===== config.mk =====
export PLATFORM = sky130hd
export DESIGN_NAME = mem_to_reg_mux
export DESIGN_NICKNAME = d
export VERILOG_FILES = /design/src/rtl/mem_to_reg_mux.sv
export SDC_FILE = /design/constraint.sdc
export NUM_CORES = 1
export LEC_CHECK = 0
export ABC_CLOCK_PERIOD_IN_PS = 4900
export CAP_MARGIN = 15
export CORE_MARGIN = 4
export CORE_UTILIZATION = 46
export DETAILED_ROUTE_END_ITERATION = 10
export PLACE_DENSITY_LB_ADDON = 0.15
export SLEW_MARGIN = 10
export SYNTH_ARGS = -nofsm -noshare
export SYNTH_HDL_FRONTEND = slang
export SYNTH_SLANG_ARGS = --single-unit
export TNS_END_PERCENT = 30

===== constraint.sdc =====
create_clock -name CLK -period 4.9 [get_ports CLK]
set_clock_uncertainty 0.2 [all_clocks]
set_input_delay 0.98 -clock CLK [delete_from_list [all_inputs] [get_ports CLK]]
set_output_delay 0.98 -clock CLK [all_outputs]
set_load 0.02 [all_outputs]

===== src/rtl/mem_to_reg_mux.sv =====
`default_nettype none
// ============================================================================
//  Module      : mem_to_reg_mux
//  Description : Write-back source selector for the MIPS32 datapath.
//                Chooses between the ALU result and the word read from RAM
//                and registers the chosen value as the register-file write
//                data. Sub-word loads (LH/LHU/LB/LBU) pick the addressed
//                halfword/byte out of the big-endian memory word and sign-
//                or zero-extend it to 32 bits.
//
//                Write-back data appears one cycle after the inputs are
//                sampled. wb_data only updates on valid cycles and holds
//                otherwise; wb_valid follows valid_in every cycle.
//
//  Options     : MEMTOREG_LINK_EN - adds link_sel/pc_plus8 so JAL/JALR can
//                write the return address (zero-extended pc_plus8), which
//                takes precedence over both the ALU and memory paths.
//
//  Ports       : CLK         in   clock, rising-edge
//                reset       in   synchronous, active-high reset
//                valid_in    in   qualifies this cycle's inputs
//                mem_to_reg  in   1 = memory data, 0 = ALU result
//                load_type   in   000 LW, 001 LH, 010 LHU, 011 LB, 100 LBU,
//                                 101..111 behave as LW
//                byte_off    in   low two bits of the effective address
//                mem_data    in   RAM word, big-endian (byte 0 = [31:24])
//                alu_result  in   ALU output
//                link_sel    in   (MEMTOREG_LINK_EN) select return address
//                pc_plus8    in   (MEMTOREG_LINK_EN) 9-bit return address
//                wb_data     out  registered write-back value
//                wb_valid    out  registered copy of valid_in
//
//  Revision    : 1.0 - initial release
// ============================================================================
module mem_to_reg_mux #(
   parameter int DATA_W = 32
) (
   input  logic              CLK,
   input  logic              reset,
   input  logic              valid_in,
   input  logic              mem_to_reg,
   input  logic [2:0]        load_type,
   input  logic [1:0]        byte_off,
   input  logic [DATA_W-1:0] mem_data,
   input  logic [DATA_W-1:0] alu_result,
`ifdef MEMTOREG_LINK_EN
   input  logic              link_sel,
   input  logic [8:0]        pc_plus8,
`endif
   output logic [DATA_W-1:0] wb_data,
   output logic              wb_valid
);

   // Load-type encodings
   localparam logic [2:0] c_LT_LW  = 3'b000;
   localparam logic [2:0] c_LT_LH  = 3'b001;
   localparam logic [2:0] c_LT_LHU = 3'b010;
   localparam logic [2:0] c_LT_LB  = 3'b011;
   localparam logic [2:0] c_LT_LBU = 3'b100;

   logic [15:0]       w_half;
   logic [7:0]        w_byte;
   logic [DATA_W-1:0] w_load_val;
   logic [DATA_W-1:0] w_next_data;
   logic [DATA_W-1:0] r_wb_data;
   logic              r_wb_valid;

   // Halfword select: only byte_off[1] matters; a misaligned halfword
   // address simply reads the halfword containing it (no trap here).
   always_comb begin
      w_half = byte_off[1] ? mem_data[15:0] : mem_data[31:16];
   end

   // Byte select, big-endian: offset 0 is the most significant byte.
   always_comb begin
      w_byte = mem_data[31:24];
      case (byte_off)
         2'd0:    w_byte = mem_data[31:24];
         2'd1:    w_byte = mem_data[23:16];
         2'd2:    w_byte = mem_data[15:8];
         default: w_byte = mem_data[7:0];
      endcase
   end

   // Extension according to load type; unused encodings fall back to LW so
   // the output is always defined.
   always_comb begin
      w_load_val = mem_data;
      case (load_type)
         c_LT_LW:  w_load_val = mem_data;
         c_LT_LH:  w_load_val = {{(DATA_W-16){w_half[15]}}, w_half};
         c_LT_LHU: w_load_val = {{(DATA_W-16){1'b0}}, w_half};
         c_LT_LB:  w_load_val = {{(DATA_W-8){w_byte[7]}}, w_byte};
         c_LT_LBU: w_load_val = {{(DATA_W-8){1'b0}}, w_byte};
         default:  w_load_val = mem_data;
      endcase
   end

   // Final source selection
   always_comb begin
      w_next_data = mem_to_reg ? w_load_val : alu_result;
`ifdef MEMTOREG_LINK_EN
      // Return address overrides everything for JAL/JALR.
      if (link_sel) begin
         w_next_data = {{(DATA_W-9){1'b0}}, pc_plus8};
      end
`endif
   end

   // Output register: reset wins over a simultaneous valid input, which is
   // then dropped. Data only loads on valid cycles.
   always_ff @(posedge CLK) begin
      if (reset) begin
         r_wb_data  <= '0;
         r_wb_valid <= 1'b0;
      end else begin
         r_wb_valid <= valid_in;
         if (valid_in) begin
            r_wb_data <= w_next_data;
         end
      end
   end

   assign wb_data  = r_wb_data;
   assign wb_valid = r_wb_valid;

endmodule
`default_nettype wire


After elaboration in Yosys (flattened, before gate mapping)
Cells that the tools add are included.
- bits in registers: 33
- input bits: 73
- output and inout port bits: 33
- logic and storage cells: 13
- equal/unequal tests: 6
- muxes and demuxes: 4
- reduce and logical (&&, ||, !) cells: 1
- operator list (kind ; count):
    32-bit one-hot mux with 4 select lines ; 1
    32-bit two-way mux ; 1
    8-bit one-hot mux with 3 select lines ; 1
    16-bit two-way mux ; 1
    3-bit by 2-bit equality test with 1-bit output, second input constant ; 2
    3-bit by 1-bit equality test with 1-bit output, second input constant ; 1
    3-bit equality test, second input constant ; 1
    2-bit by 1-bit equality test with 1-bit output, second input constant ; 1
    2-bit equality test, second input constant ; 1
    2-bit zero test ; 1

Depth between registers and ports, before layout
Gate-level depths: netlist (run 1).
- depth after elaboration: 4
- mapped depth: 6
- depth with buffers taken out: 4

Worst setup path after synthesis (run 1)
No wires, ideal clock.
- path kind: in2reg
- start point: input port byte_off[0]
- end point: register r_wb_data[16], in the netlist wb_data[16]
- setup time: 0.137 ns
- arrival time: 2.200 ns
- data required time: 4.563 ns
- slack: 2.363 ns
- stages on the path: 6
- buffers on the path: 2
- path through: buf_6 -> mux4_2 -> nand2b_4 -> a21oi_4 -> buf_6 -> a211oi_1
- cells in the longest elaborated chain, start to end: 4
- elaborated cells on any way between the ends: 6
- classes of those cells: eq/ne: 2; mux: 3; reduce/logical: 1
- RTL lines (element ; RTL line ; text):
    start: declaration ; 43 ; input logic [1:0] byte_off,
    2-bit equality test (tied with other cells) ; 77 ; case (byte_off)
    8-bit one-hot mux with 3 select lines * ; 77 ;
    32-bit one-hot mux with 4 select lines * ; 89 ; case (load_type)
    32-bit two-way mux * ; 101 ; w_next_data = mem_to_reg ? w_load_val : alu_result;
    end signal: assignment ; 119 ; r_wb_data <= w_next_data;
    end: declaration ; 65 ; logic [DATA_W-1:0] r_wb_data;
Mark *: on every way between the ends. The rest lies on a longest branch, timed or not.
A chain may end at the register's enable or synchronous reset.

Worst setup path after layout (run 1)
- start point: input port load_type[2]
- end point: register r_wb_data[18], in the netlist wb_data[18]
- cells in the longest elaborated chain, start to end: 3
- elaborated cells on any way between the ends: 6
- classes of those cells: eq/ne: 4; mux: 2
- RTL lines (element ; RTL line ; text):
    start: declaration ; 42 ; input logic [2:0] load_type,
    3-bit equality test (tied with other cells) ; 89 ;
    32-bit one-hot mux with 4 select lines * ; 89 ;
    32-bit two-way mux * ; 101 ;
Marks and branches as above.

==> run_summary.xml, run 1 <==
<?xml version="1.0" encoding="UTF-8"?>
<metrics>
  <group name="cts">
    <metric name="tritoncts" unit="">built</metric>
    <metric name="clock_path_buffers" unit="">2</metric>
    <metric name="clk_root_buffer_cell" unit="">sky130_fd_sc_hd__clkbuf_8</metric>
    <metric name="hold_bufs_at_cts" unit="">0</metric>
    <metric name="cts_resized" unit="">0</metric>
    <metric name="clock-sinks" unit="">33</metric>
    <metric name="cts.reportedPaths.clkPinSlew" unit="ps">70</metric>
    <metric name="worst_skew_pair.late_latency" unit="ps">280</metric>
    <metric name="cts_inserted_buffers" unit="">5</metric>
    <metric name="cts_post_setup_buffers_inserted" unit="">0</metric>
    <metric name="h_tree_level_count" unit="">2</metric>
  </group>
  <group name="die">
    <metric name="floorplan.initialDensity" unit="%">48.9</metric>
    <metric name="row_count" unit="">25</metric>
    <metric name="die_x" unit="um">79.8</metric>
    <metric name="io-pin-count" unit="">106</metric>
    <metric name="die_height" unit="um">79.8</metric>
    <metric name="fp.coreArea" unit="um2">4850</metric>
    <metric name="floorplan.die_area" unit="um2">6370</metric>
  </group>
  <group name="critical_path">
    <metric name="nature_of_the_critical_path_startpoint" unit="">input port</metric>
    <metric name="crit_arrival" unit="ps">3400</metric>
    <metric name="crit_type" unit="">in2reg</metric>
    <metric name="path_max_fanout" unit="">32</metric>
    <metric name="critical_path_required" unit="ps">4900</metric>
    <metric name="timing.critical_path.to_type" unit="">flop</metric>
  </group>
  <group name="sta">
    <metric name="least_margin_pin_slew" unit="ps">1000</metric>
    <metric name="period_share" unit="%">69.3</metric>
    <metric name="worst_slew_margin_rel" unit="%">32.9</metric>
    <metric name="maxClockFrequency" unit="GHz">0.295</metric>
    <metric name="setup_total_negative_slack" unit="ps">0</metric>
    <metric name="setup_viol_count_final" unit="">0</metric>
    <metric name="post-route-min-period" unit="ps">3390</metric>
    <metric name="drv_slew" unit="">0</metric>
    <metric name="hold_viol" unit="">0</metric>
    <metric name="rsz0062_at_grt" unit="">no</metric>
    <metric name="hold-worst-slack" unit="ps">283</metric>
  </group>
  <group name="placed_design">
    <metric name="place.port_buffers" unit="">105</metric>
    <metric name="post-dp-hpwl" unit="mm">5.98</metric>
    <metric name="dp.cells" unit="">436</metric>
    <metric name="routabilityCongestion" unit="">0.872</metric>
  </group>
  <group name="synthesis">
    <metric name="synth_cells" unit="">288</metric>
    <metric name="synth_nets" unit="">361</metric>
    <metric name="synth_async_sr_flop_share" unit="%">0</metric>
    <metric name="synth.lib_cells_used.distinct" unit="">45</metric>
    <metric name="synthesis.area" unit="um2">2370</metric>
    <metric name="yosysSeqAreaShare" unit="%">27.9</metric>
    <metric name="post_synth_edffs" unit="">0</metric>
    <metric name="synth_top_flop_cell" unit="">sky130_fd_sc_hd__dfxtp_1</metric>
    <metric name="yosys_register_bits" unit="">33</metric>
    <metric name="syn_avg_cell_area" unit="um2">8.23</metric>
    <metric name="yosys_warnings" unit="">0</metric>
  </group>
  <group name="drt">
    <metric name="drtPass1Iterations" unit="">5</metric>
    <metric name="drt-initial-drc-count" unit="">268</metric>
    <metric name="via_per_inst" unit="">6.04</metric>
    <metric name="route.detailed.wl_per_inst" unit="um">18.7</metric>
    <metric name="vias" unit="">2683</metric>
    <metric name="drtAntennaViolNets" unit="">0</metric>
    <metric name="postRouteWirelength" unit="mm">8.30</metric>
    <metric name="drc" unit="">0</metric>
  </group>
  <group name="final_layout">
    <metric name="area_growth_from_synthesis_to_final_layout" unit="%">48.0</metric>
    <metric name="fraction_of_layout_cells_with_a_size_suffix_above_1" unit="%">6.37</metric>
    <metric name="antenna_cells" unit="">0</metric>
    <metric name="layout.nets" unit="">449</metric>
    <metric name="final_cells" unit="">444</metric>
  </group>
  <group name="pwr">
    <metric name="vdd_drop_max" unit="mV">0.151</metric>
    <metric name="total_leakage_power" unit="nW">1.22</metric>
    <metric name="power_density" unit="nW/um2">246</metric>
  </group>
  <group name="grt">
    <metric name="grtUsageTotal" unit="%">26.0</metric>
    <metric name="grt_antenna_before_repair" unit="">0</metric>
    <metric name="largest_net_degree_at_the_start_of_global_routing" unit="">45</metric>
    <metric name="most_congested_layer_reported_by_global_routing" unit="">met2</metric>
    <metric name="grt_first_pass_wirelength" unit="mm">13.1</metric>
    <metric name="grt_pass1_vias" unit="">2555</metric>
    <metric name="met2_usage" unit="%">41.4</metric>
    <metric name="grt_use_met3" unit="%">5.42</metric>
    <metric name="grt_util_met1" unit="%">35.5</metric>
    <metric name="grt_overflow_total" unit="">0</metric>
  </group>
  <group name="run">
    <metric name="cap_violations" unit="">0</metric>
  </group>
  <group name="min_path">
    <metric name="type_of_the_most_critical_hold_path" unit="">reg2reg</metric>
  </group>
  <group name="run_status">
    <metric name="outcome" unit="">completed</metric>
  </group>
</metrics>
[Yosys cell counts, types with 2 or more instances]
library cell	instances	area (um2)
sky130_fd_sc_hd__dfxtp_1	33	661
sky130_fd_sc_hd__a21oi_1	23	115
sky130_fd_sc_hd__o22ai_1	23	144
sky130_fd_sc_hd__nor2b_1	18	113
sky130_fd_sc_hd__a211oi_1	17	128
sky130_fd_sc_hd__clkbuf_1	17	63.8
sky130_fd_sc_hd__nand2b_1	17	106
sky130_fd_sc_hd__nor2_1	16	60.1
sky130_fd_sc_hd__mux2i_1	15	150
sky130_fd_sc_hd__o2bb2ai_1	13	114
sky130_fd_sc_hd__nand2_1	10	37.5
sky130_fd_sc_hd__a221oi_1	7	61.3
sky130_fd_sc_hd__nor3_1	7	35.0
sky130_fd_sc_hd__o311ai_0	7	61.3
sky130_fd_sc_hd__a311oi_1	6	52.6
sky130_fd_sc_hd__nor3b_1	6	45.0
sky130_fd_sc_hd__o31ai_1	6	45.0
sky130_fd_sc_hd__buf_2	5	25.0
sky130_fd_sc_hd__o21ai_0	5	25.0
sky130_fd_sc_hd__buf_4	3	22.5
sky130_fd_sc_hd__o21a_1	3	22.5
sky130_fd_sc_hd__a211oi_2	2	25.0
sky130_fd_sc_hd__a221o_1	2	20.0
sky130_fd_sc_hd__buf_6	2	22.5
sky130_fd_sc_hd__clkinv_1	2	7.51
sky130_fd_sc_hd__o21ba_2	2	20.0
sky130_fd_sc_hd__o32ai_1	2	17.5
sky130_fd_sc_hd__or2_2	2	12.5
[report_power, final]
group / leakage (nW) / internal [mW] / switching, mW
Combinational: 0.891 / 0.146 / 0.142
Clock: 0.0585 / 0.166 / 0.103
Sequential: 0.273 / 0.290 / 0.0147
Total: 1.22 / 0.602 / 0.260
[layout by cell type (no fill, tap or decap), drive strengths merged, types with 13 or more instances in the layout]
cell type and count:
nand2b 18, a211oi 19, o22ai 23, nor2 16, mux2i 15, o2bb2ai 13
clkdlybuf4s50 104, dfxtp 33, a21oi 24, nor2b 18
[state kept, by name, indices dropped and copies added, names as in the netlist]
register	flops
wb_data	32
wb_valid	1
[critical path, stage by stage]
cell                              delay (ps)
sky130_fd_sc_hd__clkdlybuf4s50_1         930
sky130_fd_sc_hd__or3_1                   590
sky130_fd_sc_hd__nand2_1                 460
sky130_fd_sc_hd__a21oi_1                 170
sky130_fd_sc_hd__a211oi_1                250
[through the flow]
stage	setup slack [ps]	power (mW)	cell area, um2	utilization, %
after global routing	1240	0.900	3510	72.4
after floorplan	2360	0.460	2370	-
after global placement	1380	0.590	3390	70.0
final	1510	0.862	3510	72.4
after detailed placement	1240	0.594	3390	70.0
after CTS	1520	0.863	3510	72.4
[area by class of cell]
type,count,area [um2]
clock buffers,7,86.3
flip-flops and latches,33,661
well taps,67,83.8
fillers,410,1340
repair buffers,109,1080
inverters,3,11.3
clock inverters,1,30.0
multi-input cells,224,1560
[routing by layer]
layer / up-vias / wire length [um]
met3: 14 / 756
met2: 141 / 3830
met5: - / 0
li1: 1295 / -
met1: 1233 / 3590
met4: 0 / 122
[path summary, 6_finish.rpt]
| check | startpoint | end | cells past startpoint | slack, ps |
|---|---|---|---|---|
| worst max-delay path | load_type[2] | wb_data[18] | 5 | 1510 |
| worst min register to register | wb_data[14] | wb_data[14] | 2 | 280 |
| worst min-delay path | wb_data[14] | wb_data[14] | 2 | 280 |
| worst max register to register | wb_data[7] | wb_data[7] | 3 | 3490 |
[logic make-up after synthesis]
logic type      count (synthesis)  share of synthesized area [%]
fa+ha+maj                       1                          0.422
buf+inv                        31                           6.28
simple gates                   83                           19.7
compound gates                123                           38.0
xor+xnor                        1                          0.369
mux                            16                           7.28
flops                          33                           27.9
Power figures use the tool's default switching activity.
==> run 2: changes to the inputs <==
Settings changed: ABC_CLOCK_PERIOD_IN_PS 4900 to 2900, CORE_UTILIZATION 46 to 38.
Clock period 4.9 ns to 2.9 ns, I/O delays scaled along.
==> run 2 against run 1 <==
Count of clock-buffer cells in the layout unchanged. Register-to-register slack got worse by 1900 ps. Clock power increased by 72%. Via count increased by 1.4%. Cell count increased by 4.5%. First-iteration DRC count decreased by 39%. Largest cell class unchanged. Highest routed layer unchanged.
==> run_summary.xml, run 2 (synthesis results as in run 1) <==
<?xml version="1.0" encoding="UTF-8"?>
<metrics>
  <group name="run_status">
    <metric name="outcome" unit="">completed</metric>
  </group>
  <group name="drt">
    <metric name="drtAntennaViolNets" unit="">0</metric>
    <metric name="via_per_inst" unit="">5.86</metric>
    <metric name="drc" unit="">0</metric>
    <metric name="drt-initial-drc-count" unit="">164</metric>
    <metric name="route.detailed.wl_per_inst" unit="um">18.5</metric>
    <metric name="drtPass1Iterations" unit="">4</metric>
    <metric name="vias" unit="">2721</metric>
    <metric name="postRouteWirelength" unit="mm">8.61</metric>
  </group>
  <group name="placed_design">
    <metric name="place_ws" unit="ps">141</metric>
    <metric name="dp.cells" unit="">456</metric>
    <metric name="post-dp-hpwl" unit="mm">6.46</metric>
    <metric name="place.port_buffers" unit="">105</metric>
    <metric name="routabilityCongestion" unit="">0.840</metric>
    <metric name="dpl-instance-area" unit="um2">3510</metric>
  </group>
  <group name="critical_path">
    <metric name="reg2reg_from" unit="">wb_data[7]</metric>
    <metric name="nature_of_the_critical_path_startpoint" unit="">input port</metric>
    <metric name="path_max_fanout" unit="">11</metric>
    <metric name="reg2regPathDepth" unit="">3</metric>
    <metric name="crit_arrival" unit="ps">2440</metric>
    <metric name="r2r_slack" unit="ps">1550</metric>
    <metric name="critical_path_required" unit="ps">2860</metric>
    <metric name="r2r-end" unit="">wb_data[7]</metric>
    <metric name="timing.critical_path.to_type" unit="">flop</metric>
    <metric name="startpoint" unit="">load_type[1]</metric>
    <metric name="crit_type" unit="">in2reg</metric>
    <metric name="crit_end" unit="">wb_data[7]</metric>
  </group>
  <group name="pwr">
    <metric name="switching_power_share_of_the_total" unit="%">30.3</metric>
    <metric name="share_of_total_power_in_combinational_logic" unit="%">33.9</metric>
    <metric name="internal_power" unit="mW">1.03</metric>
    <metric name="pwr-share-seq" unit="%">34.8</metric>
    <metric name="vdd_drop_max" unit="mV">0.242</metric>
    <metric name="power_density" unit="nW/um2">408</metric>
    <metric name="net-switching-power" unit="mW">0.449</metric>
    <metric name="total_leakage_power" unit="nW">1.28</metric>
    <metric name="clockPowerShare" unit="%">31.3</metric>
  </group>
  <group name="grt">
    <metric name="grt_overflow_total" unit="">0</metric>
    <metric name="grt_use_met3" unit="%">5.11</metric>
    <metric name="grt_antenna_before_repair" unit="">0</metric>
    <metric name="largest_net_degree_at_the_start_of_global_routing" unit="">26</metric>
    <metric name="grtUsageTotal" unit="%">22.9</metric>
    <metric name="grt_pass1_vias" unit="">2693</metric>
    <metric name="grt_util_met1" unit="%">31.7</metric>
    <metric name="most_congested_layer_reported_by_global_routing" unit="">met2</metric>
    <metric name="grt_first_pass_wirelength" unit="mm">13.8</metric>
    <metric name="met2_usage" unit="%">35.8</metric>
  </group>
  <group name="final_layout">
    <metric name="final_cell_area" unit="um2">3620</metric>
    <metric name="final_cells" unit="">464</metric>
    <metric name="final_common_cell" unit="">sky130_fd_sc_hd__clkdlybuf4s50_1</metric>
    <metric name="area_growth_from_synthesis_to_final_layout" unit="%">52.8</metric>
    <metric name="antenna_cells" unit="">0</metric>
    <metric name="fillers" unit="">531</metric>
    <metric name="largest_register_ffs" unit="">32</metric>
    <metric name="layout.nets" unit="">461</metric>
    <metric name="fraction_of_layout_cells_with_a_size_suffix_above_1" unit="%">9.25</metric>
    <metric name="layout.cells.most_common_list" unit="">sky130_fd_sc_hd__clkdlybuf4s50_1 (104), sky130_fd_sc_hd__dfxtp_1 (33), sky130_fd_sc_hd__a21oi_1 (23), sky130_fd_sc_hd__o22ai_1 (23), sky130_fd_sc_hd__nor2b_1 (18)</metric>
  </group>
  <group name="run">
    <metric name="cap_violations" unit="">0</metric>
  </group>
  <group name="sta">
    <metric name="hold_viol" unit="">0</metric>
    <metric name="drv_slew" unit="">0</metric>
    <metric name="rsz0062_at_grt" unit="">no</metric>
    <metric name="worst_slew_margin_rel" unit="%">52.9</metric>
    <metric name="period_share" unit="%">85.6</metric>
    <metric name="maxClockFrequency" unit="GHz">0.403</metric>
    <metric name="hold-worst-slack" unit="ps">288</metric>
    <metric name="least_margin_pin_slew" unit="ps">702</metric>
    <metric name="setup_total_negative_slack" unit="ps">0</metric>
    <metric name="setup_viol_count_final" unit="">0</metric>
    <metric name="post-route-min-period" unit="ps">2480</metric>
    <metric name="worst_slack" unit="ps">419</metric>
  </group>
  <group name="cts">
    <metric name="cts_resized" unit="">0</metric>
    <metric name="cts_inserted_buffers" unit="">5</metric>
    <metric name="h_tree_level_count" unit="">2</metric>
    <metric name="tritoncts" unit="">built</metric>
    <metric name="hold_bufs_at_cts" unit="">0</metric>
    <metric name="cts_post_setup_buffers_inserted" unit="">0</metric>
    <metric name="cts.reportedPaths.clkPinSlew" unit="ps">70</metric>
    <metric name="clock-sinks" unit="">33</metric>
    <metric name="worst_skew_pair.late_latency" unit="ps">290</metric>
    <metric name="clk_root_buffer_cell" unit="">sky130_fd_sc_hd__clkbuf_8</metric>
    <metric name="clock_path_buffers" unit="">2</metric>
  </group>
  <group name="die">
    <metric name="floorplan.die_area" unit="um2">7570</metric>
    <metric name="die_height" unit="um">87.0</metric>
    <metric name="row_count" unit="">28</metric>
    <metric name="die_x" unit="um">87.0</metric>
    <metric name="io-pin-count" unit="">106</metric>
    <metric name="fp.coreArea" unit="um2">5990</metric>
    <metric name="floorplan.initialDensity" unit="%">39.6</metric>
  </group>
  <group name="min_path">
    <metric name="type_of_the_most_critical_hold_path" unit="">reg2reg</metric>
  </group>
</metrics>
run 2: cell types whose count changed in the layout (fill, tap and decap cells not counted):
cell	change
sky130_fd_sc_hd__buf_4	+11
sky130_fd_sc_hd__buf_12	+1
run 2: critical path, stage by stage:
cell                              delay [ps]
sky130_fd_sc_hd__clkdlybuf4s50_1         600
sky130_fd_sc_hd__xnor2_1                 660
sky130_fd_sc_hd__nor4b_1                 100
sky130_fd_sc_hd__a2111oi_0               360
sky130_fd_sc_hd__a211oi_1                140
run 2: power groups by stage:
stage                     combinational, mW  sequential (mW)  clock [mW]
after floorplan                       0.211            0.565           0
after global placement                0.495            0.523           0
after detailed placement              0.499            0.524           0
after CTS                             0.502            0.515       0.466
after global routing                  0.541            0.520       0.491
final                                 0.502            0.515       0.463
run 2: worst min path at each step:
stage / startpoint / cells past startpoint / endpoint
4_1_cts: wb_data[11] / 2 / wb_data[11]
3_3_place_gp: wb_data[11] / 2 / wb_data[11]
3_5_place_dp: wb_data[15] / 1 / wb_data[15]
2_1_floorplan: wb_data[10] / 2 / wb_data[10]
5_1_grt: wb_data[12] / 2 / wb_data[12]
6_report: wb_data[11] / 2 / wb_data[11]
run 2: stage by stage:
| step | power [mW] | utilization, % |
|---|---|---|
| final | 1.48 | 60.5 |
| after global routing | 1.55 | 60.5 |
| after CTS | 1.48 | 60.5 |
| after detailed placement | 1.02 | 58.5 |
| after global placement | 1.02 | 58.5 |
| after floorplan | 0.777 | - |
run 2: routing by layer:
layer / part of all wire, % / vias to the layer above
met4: 1.3 / 0
met5: 0 / -
met1: 45 / 1291
li1: - / 1319
met2: 46 / 101
met3: 8.0 / 10
run 2: cell type report:
class                   instances  area [um2]  share of cell area (%)
multi-input cells             224        1560                    43.1
repair buffers                121        1180                    32.5
flip-flops and latches         33         661                    18.2
well taps                      75        93.8                    2.59
clock buffers                   7        86.3                    2.38
clock inverters                 1        30.0                   0.829
inverters                       3        11.3                   0.311
